File: config.mk
export PLATFORM = sky130hd
export DESIGN_NAME = cola_if_id
export DESIGN_NICKNAME = d
export VERILOG_FILES = /design/src/rtl/cola_if_id.sv
export SDC_FILE = /design/constraint.sdc
export NUM_CORES = 1
export LEC_CHECK = 0
export BUFFER_PORTS_ARGS = -buffer_cell sky130_fd_sc_hd__buf_2
export CAP_MARGIN = 5
export CORE_UTILIZATION = 40
export CTS_CLUSTER_DIAMETER = 60
export DETAILED_ROUTE_END_ITERATION = 8
export PLACE_DENSITY = 0.69
export SLEW_MARGIN = 20
export SYNTH_ARGS = -nofsm -noshare
export SYNTH_HDL_FRONTEND = slang
export SYNTH_SLANG_ARGS = --single-unit
File: constraint.sdc
create_clock -name clk -period 4.9 [get_ports clk]
set_input_delay 0.245 -clock clk [delete_from_list [all_inputs] [get_ports clk]]
set_output_delay 0.245 -clock clk [all_outputs]
set_load 0.05 [all_outputs]
File: src/rtl/cola_if_id.sv
// -----------------------------------------------------------------------------
// cola_if_id
//
// Instruction queue between the fetch stage and the decode stage. Each entry
// is a {pc_plus4, instruccion} pair held in a first-word-fall-through FIFO, so
// the oldest pair is always visible at the head outputs. Fetch and decode run
// decoupled; a synchronous flush empties the queue when a branch or jump is
// taken.
//
// Handshake (both sides): a transfer happens on a rising clk edge exactly when
// valid and ready are both high in the cycle before that edge. The producer
// keeps its data stable while valid is high and ready is low. ready never
// depends combinationally on valid on the same side, and vice versa.
//
// Ports
//   clk                rising-edge clock
//   rst_tb             asynchronous active-low reset
//   flush              synchronous discard of every entry (highest priority)
//   in_valid           fetch presents an instruction
//   in_ready           queue can accept (count != DEPTH)
//   instruccion_fetch  instruction from fetch
//   pc_plus4           PC+4 accompanying the instruction
//   out_valid          head entry valid (count != 0)
//   out_ready          decode consumes the head this cycle
//   instruccion_id     head instruction, 0 (NOP) when empty
//   pc_plus4_id        head PC+4, 0 when empty
//   count              current occupancy, 0..DEPTH
// -----------------------------------------------------------------------------
module cola_if_id #(
   parameter int DEPTH  = 4,
   parameter int ADDR_W = 2
) (
   input  logic              clk,
   input  logic              rst_tb,
   input  logic              flush,
   input  logic              in_valid,
   output logic              in_ready,
   input  logic [31:0]       instruccion_fetch,
   input  logic [31:0]       pc_plus4,
   output logic              out_valid,
   input  logic              out_ready,
   output logic [31:0]       instruccion_id,
   output logic [31:0]       pc_plus4_id,
   output logic [ADDR_W:0]   count
);

   localparam logic [ADDR_W:0] FULL_CNT = (ADDR_W+1)'(DEPTH);
   localparam logic [ADDR_W:0] CNT_ONE  = (ADDR_W+1)'(1);
   localparam logic [ADDR_W-1:0] PTR_ONE = ADDR_W'(1);

   // Storage: {pc_plus4, instruccion}. Not reset; the head is gated while
   // empty so stale contents never reach decode.
   logic [63:0] mem [DEPTH];

   logic [ADDR_W-1:0] wr_ptr;
   logic [ADDR_W-1:0] rd_ptr;
   logic [ADDR_W:0]   count_q;

   logic push;
   logic pop;
   logic do_push;
   logic do_pop;

   // Status flags come from the registered count only, which keeps the
   // in_valid->out_valid and out_ready->in_ready paths free of logic.
   assign in_ready  = (count_q != FULL_CNT);
   assign out_valid = (count_q != '0);
   assign count     = count_q;

   assign push = in_valid  & in_ready;
   assign pop  = out_valid & out_ready;

   // Flush wins over any concurrent transfer.
   assign do_push = push & ~flush;
   assign do_pop  = pop  & ~flush;

   always_ff @(posedge clk) begin
      if (do_push) begin
         mem[wr_ptr] <= {pc_plus4, instruccion_fetch};
      end
   end

   always_ff @(posedge clk or negedge rst_tb) begin
      if (!rst_tb) begin
         wr_ptr  <= '0;
         rd_ptr  <= '0;
         count_q <= '0;
      end else if (flush) begin
         wr_ptr  <= '0;
         rd_ptr  <= '0;
         count_q <= '0;
      end else begin
         // Pointers wrap through their natural ADDR_W-bit overflow.
         if (do_push) begin
            wr_ptr <= wr_ptr + PTR_ONE;
         end
         if (do_pop) begin
            rd_ptr <= rd_ptr + PTR_ONE;
         end
         unique case ({do_push, do_pop})
            2'b10:   count_q <= count_q + CNT_ONE;
            2'b01:   count_q <= count_q - CNT_ONE;
            default: count_q <= count_q;
         endcase
      end
   end

   // First-word-fall-through head; an entry written at an edge shows here
   // after that edge (no bypass from the fetch inputs).
   logic [63:0] head;

   always_comb begin
      head = '0;
      if (count_q != '0) begin
         head = mem[rd_ptr];
      end
   end

   assign pc_plus4_id    = head[63:32];
   assign instruccion_id = head[31:0];

endmodule

# == Word-level counts from Yosys, hierarchy flattened ==
# Memories as Yosys holds them, arrays and structs flattened.
# Index checks and enable logic that the tools add are counted.
# classes
n_addsub,4
eq_ne,3
bitwise,5
n_mux,9
n_reduce_logical,4
# op_table
operator,count
64-bit two-way mux,1
2-bit two-way mux,4
3-bit case mux with 2 select lines,1
3-bit nonzero test,2
2-bit by 1-bit adder with 2-bit output (second input constant),2
1-bit bitwise AND,4
2-bit nonzero test,2
3-bit by 1-bit adder with 3-bit output (second input constant),1
3-bit two-way mux,1
3-bit != test (second input constant),1
3-bit by 1-bit subtractor with 3-bit output (second input constant),1
2-bit by 1-bit equality test with 1-bit output (second input constant),1
2-bit equality test (second input constant),1
1-bit two-way mux,2
1-bit NOT,1
# totals
wordCells,29
ram_bits,256
register_bits,7
inputBits,69
mem_count,1
# mem_list
name,words,width,rd,rd_ports_with_merged_regs,write_ports,line,text
mem,4,64,1,0,1,53,logic [63:0] mem [DEPTH];

# == Depth between registers and ports, before layout ==
# depth
depth_word,6
depth_mapped,7
mapped_depth_nobuf,6

# == Worst setup path before layout ==
# OpenSTA, ideal clock, no wires.
# synth_path
path_kind,reg2reg
from,reg count_q[1] (netlist: count[1])
to,"mem mem[0][0], enable pin"
t_arrival_ps,3060
path_buffers,1
stages_incl_launch_ff,5
t_required_ps,4471
slack_ps,1411
setup_time_ps,429
cell_sequence,dfrtp_1 buf_2 nor3b_1 inv_1 and3_1
# synth_between
elab_chain_len,5
# synth_lines
element,line,text
start: declaration,57,logic [ADDR_W:0] count_q;
start signal: assignment,101,2'b10: count_q <= count_q + CNT_ONE;
start signal: assignment,102,2'b01: count_q <= count_q - CNT_ONE;
start signal: assignment,103,default: count_q <= count_q;
3-bit != test,66,assign in_ready = (count_q != FULL_CNT);
named net in_ready,37,"output logic in_ready,"
1-bit bitwise AND,70,assign push = in_valid & in_ready;
1-bit bitwise AND,74,assign do_push = push & ~flush;
1-bit two-way mux,78,if (do_push) begin
1-bit two-way mux (implied by the code),79,"mem[wr_ptr] <= {pc_plus4, instruccion_fetch};"
end: declaration,53,
# The timed path passes the listed nets, and every way through them passes these cells.

# == Worst setup path in the final report ==
# layout_path
from,reg rd_ptr[0]
to,out instruccion_id[14]
# layout_between
elab_chain_len,2
# layout_lines
element,line,text
start: declaration,56,logic [ADDR_W-1:0] rd_ptr;
start signal: assignment,98,rd_ptr <= rd_ptr + PTR_ONE;
memory read 4 x 64 bit,--,
64-bit two-way mux,114,if (count_q != '0) begin
end: declaration,42,"output logic [31:0] instruccion_id,"
# Every way passes these cells.

==> summary.md <==
| Metric | Value |
|---|---|
| Crit Reg-Reg Startpoint | count[1] |
| Critical Path RT | 4.66 ns |
| Metal1 wirelength | between 7000 and 8000 µm |
| Multiplexer area fraction after synthesis | 0.142 |
| Combinational fraction of design power | 0.262 |
| Clk buf depth | 3 |
| Worst setup startpoint | rd_ptr[0] |
| Clk root buf | clkbuf_16 |
| Worst Path Max Fanout | 47 |
| Antenna violations before repair | 0 |
| PortBufs | around 140 |
| # nets final | around 750 |
| Fin. Hold Viols | 0 |
| Drt total wl | about 19,000 µm |
| Post-Synthesis Cell Area | between 10,000 and 15,000 µm² |
| Status | finished, final reports clean |
| Sw frac | 0.320 |
| Top cell type's share of synthesized area | 0.752 |
| Number of synthesized flops with an enable pin | 256 |
| Worst-path clk slew | roughly 0.060 ns |
| Minimum clock period | 3.18 ns |
| Crit path kind | register to output port |
| Final Skew | 0.0115 ns |
| H-tree levels | 1 |
| Largest net degree at the start of global routing | 66 |
| Synthesized flop and latch total | about 260 |
| Worst Tran Pin Value | 1.07 ns |
| Clock share of power | 0.304 |
| Pwr Density | 488 nW/µm² |
| Routed Antenna Nets | 0 |
| Seq pwr share | 0.433 |
| Syn nets | between 500 and 600 |
| Worst IR Drop VDD | about 0.34 mV |
| Period utilization | 0.649 |
| Crit path DAT | 2.94 ns |
| # clock sinks | roughly 260 |
| Mean Syn Cell Area | around 22 µm² |
| Fmax | about 310 MHz |
| R2R Setup Slk | roughly 2.5 ns |
| Synth Area in Compound Gates | 0.0124 |
| Crit start category | register |
| R2R depth | 6 |
| Pint | around 4.2 mW |
| Avg WL per Cell | approximately 19 µm |
| CP Capture Type | output port |
| Worst-Skew Late Latency | between 0.5 and 0.6 ns |
| GPL Wtd Cong | between 0.7 and 0.8 |
| Ys Warns | 0 |
| Max-Slew Margin vs Limit | 0.284 |
| Max-slew violations | 0 |
| First-pass GRT wire length | about 30,000 µm |
| Setup TNS | 0 ns |
| Setup crit end | instruccion_id[14] |
| Routed via count | 5,166 |
| Core footprint | roughly 25,000 µm² |
| DR top layer | met4 |
| Top-count cell post-synth | edfxtp_1 |
| Top cells by area, synth | edfxtp_1, mux4_2, and2_1 |
| Routed wire length on met3 | ~990 µm |
| Total gr overflow | 0 |
| Sequential fraction of the synthesis area | 0.769 |
| Vias/cell | approximately 5.0 |
| Layout Area Growth over Synthesis | 24.0% |
| Final Setup Violations | 0 |
| Die Width | 162 µm |
| Share of layout cells above drive strength 1 | 0.352 |
| Post-synth top area cell | edfxtp_1 |
| # fillers | a little over 2,000 |
| CTS tree | built |
| Largest family of logic cells by synthesized area | multiplexers |
| Primary FF master, synth | edfxtp_1 |
| Ports | approximately 140 |
| GRT Util Overall | 0.148 |
| Vias in the first global route | ~5,600 |
| Post-Syn Instances | 470 |
| DR iter-0 viols | roughly 220 |
| Post-CTS setup buffers | 0 |
| Starting Density | 0.407 |
| R2R Path End | count[1] |
| Die Y | 162 µm |
| Async SR Flop Fraction | 0.0266 |
| Netlist cell types | 37 |
| Max-Cap Viols | 0 |
| Switching pwr | 1.98 mW |
| WL met2 | about 9900 µm |
| Drt pass-1 iters | 4 |
| Most instantiated cells after synthesis | edfxtp_1, and2_1, mux4_2 |
| Final core occ | 0.505 |
| TritonCTS Buffers | 27 |
| Post-detail-place hpwl | ~10,000 µm |
| Worst min-delay path category | primary input to register |
| DRC viols | 0 |
| Ant diodes | 0 |
| Post-Synth Adder-Cell Area | 0.00686 |
| Die area | around 26,000 µm² |
| Simple-gate share of the synthesized area | 0.0498 |
| Pleak | roughly 4.4 nW |
| Row cnt | 58 |
| RSZ-0062 raised after global routing | false |
| Synth Area in XOR/XNOR | 0.00257 |
-- power by group through the flow --
stage / Clock [mW] / Sequential, mW / Combinational (mW)
floorplan: 0 / 2.64 / 1.32
global placement: 0 / 2.73 / 1.58
detailed placement: 0 / 2.74 / 1.60
CTS: 1.93 / 2.69 / 1.64
global route: 2.02 / 2.70 / 1.71
finish: 1.88 / 2.68 / 1.62
-- flip-flops by register name (all words and copies together), names as in the netlist --
name / cells
mem: 256
count: 3
wr_ptr: 2
rd_ptr: 2
-- cells in the final DEF (no fill, tap or decap), types with 4 or more instances in the layout --
cell type	n
dfrtp_1	5
and2_1	64
clkbuf_16	27
mux4_2	64
clkinv_1	5
ha_1	4
dlygate4sd3_1	66
clkbuf_1	9
edfxtp_1	256
buf_2	137
a21oi_1	4
nor2_1	5
inv_1	5
and3_4	4
-- layer usage --
| metal | track usage | vias up |
|---|---|---|
| li1 | - | 2317 |
| met1 | 0.188 | 2677 |
| met2 | 0.260 | 147 |
| met3 | 0.0276 | 25 |
| met4 | 0.0386 | 0 |
| met5 | 0 | - |
-- worst min path at each step --
| stage | from | endpoint | slack (ns) | cells past startpoint |
|---|---|---|---|---|
| floorplan | rst_tb | count[0] | -0.05 | 0 |
| global placement | rst_tb | count[0] | 0.09 | 1 |
| detailed placement | rst_tb | count[0] | 0.09 | 1 |
| CTS | in_valid | wr_ptr[1] | 0.06 | 3 |
| global route | rst_tb | rd_ptr[1] | 0.09 | 2 |
| finish | in_valid | wr_ptr[1] | 0.09 | 3 |
-- final cells by class --
type	instances	area (µm²)	share of cell area
Inverter	5	18.8	0.00148
Sequential cell	263	7870	0.621
Clock buffer	36	709	0.0560
Timing Repair Buffer	205	1360	0.107
Multi-Input combinational cell	175	2210	0.174
Tap cell	330	413	0.0326
Clock inverter	9	92.6	0.00731
-- what timing repair did --
item | CTS | global route
gates resized for setup | 0 | 0
hold endpoints to repair | 268 | 0
hold buffers | 66 | 0
-- critical path, stage by stage, from the launching register on --
cell     delay [ns]
dfrtp_4        1.06
buf_4          0.39
mux4_2         0.52
and2_1         0.18
buf_2          0.21
-- stage by stage --
step	instances	cell area [µm²]	hold WS, ns	setup WS, ns	total power, mW
2_1_floorplan	470	10200	-0.0506	1.41	3.96
3_3_place_gp	912	11200	0.0861	2.21	4.31
3_5_place_dp	912	11200	0.0932	2.18	4.34
4_1_cts	1023	12700	0.0593	1.61	6.27
5_1_grt	1023	12700	0.0896	1.48	6.43
6_report	1023	12700	0.0932	1.72	6.19
-- kinds of logic after synthesis --
kind of cell | count (synthesis)
flip-flops | 263
AND/OR/NAND/NOR | 85
AO/OA/AOI/OAI | 17
multiplexers | 65
XOR/XNOR | 3
buffers and inverters | 32
adder cells (fa/ha/maj) | 5
Power figures use the tool's default switching activity.
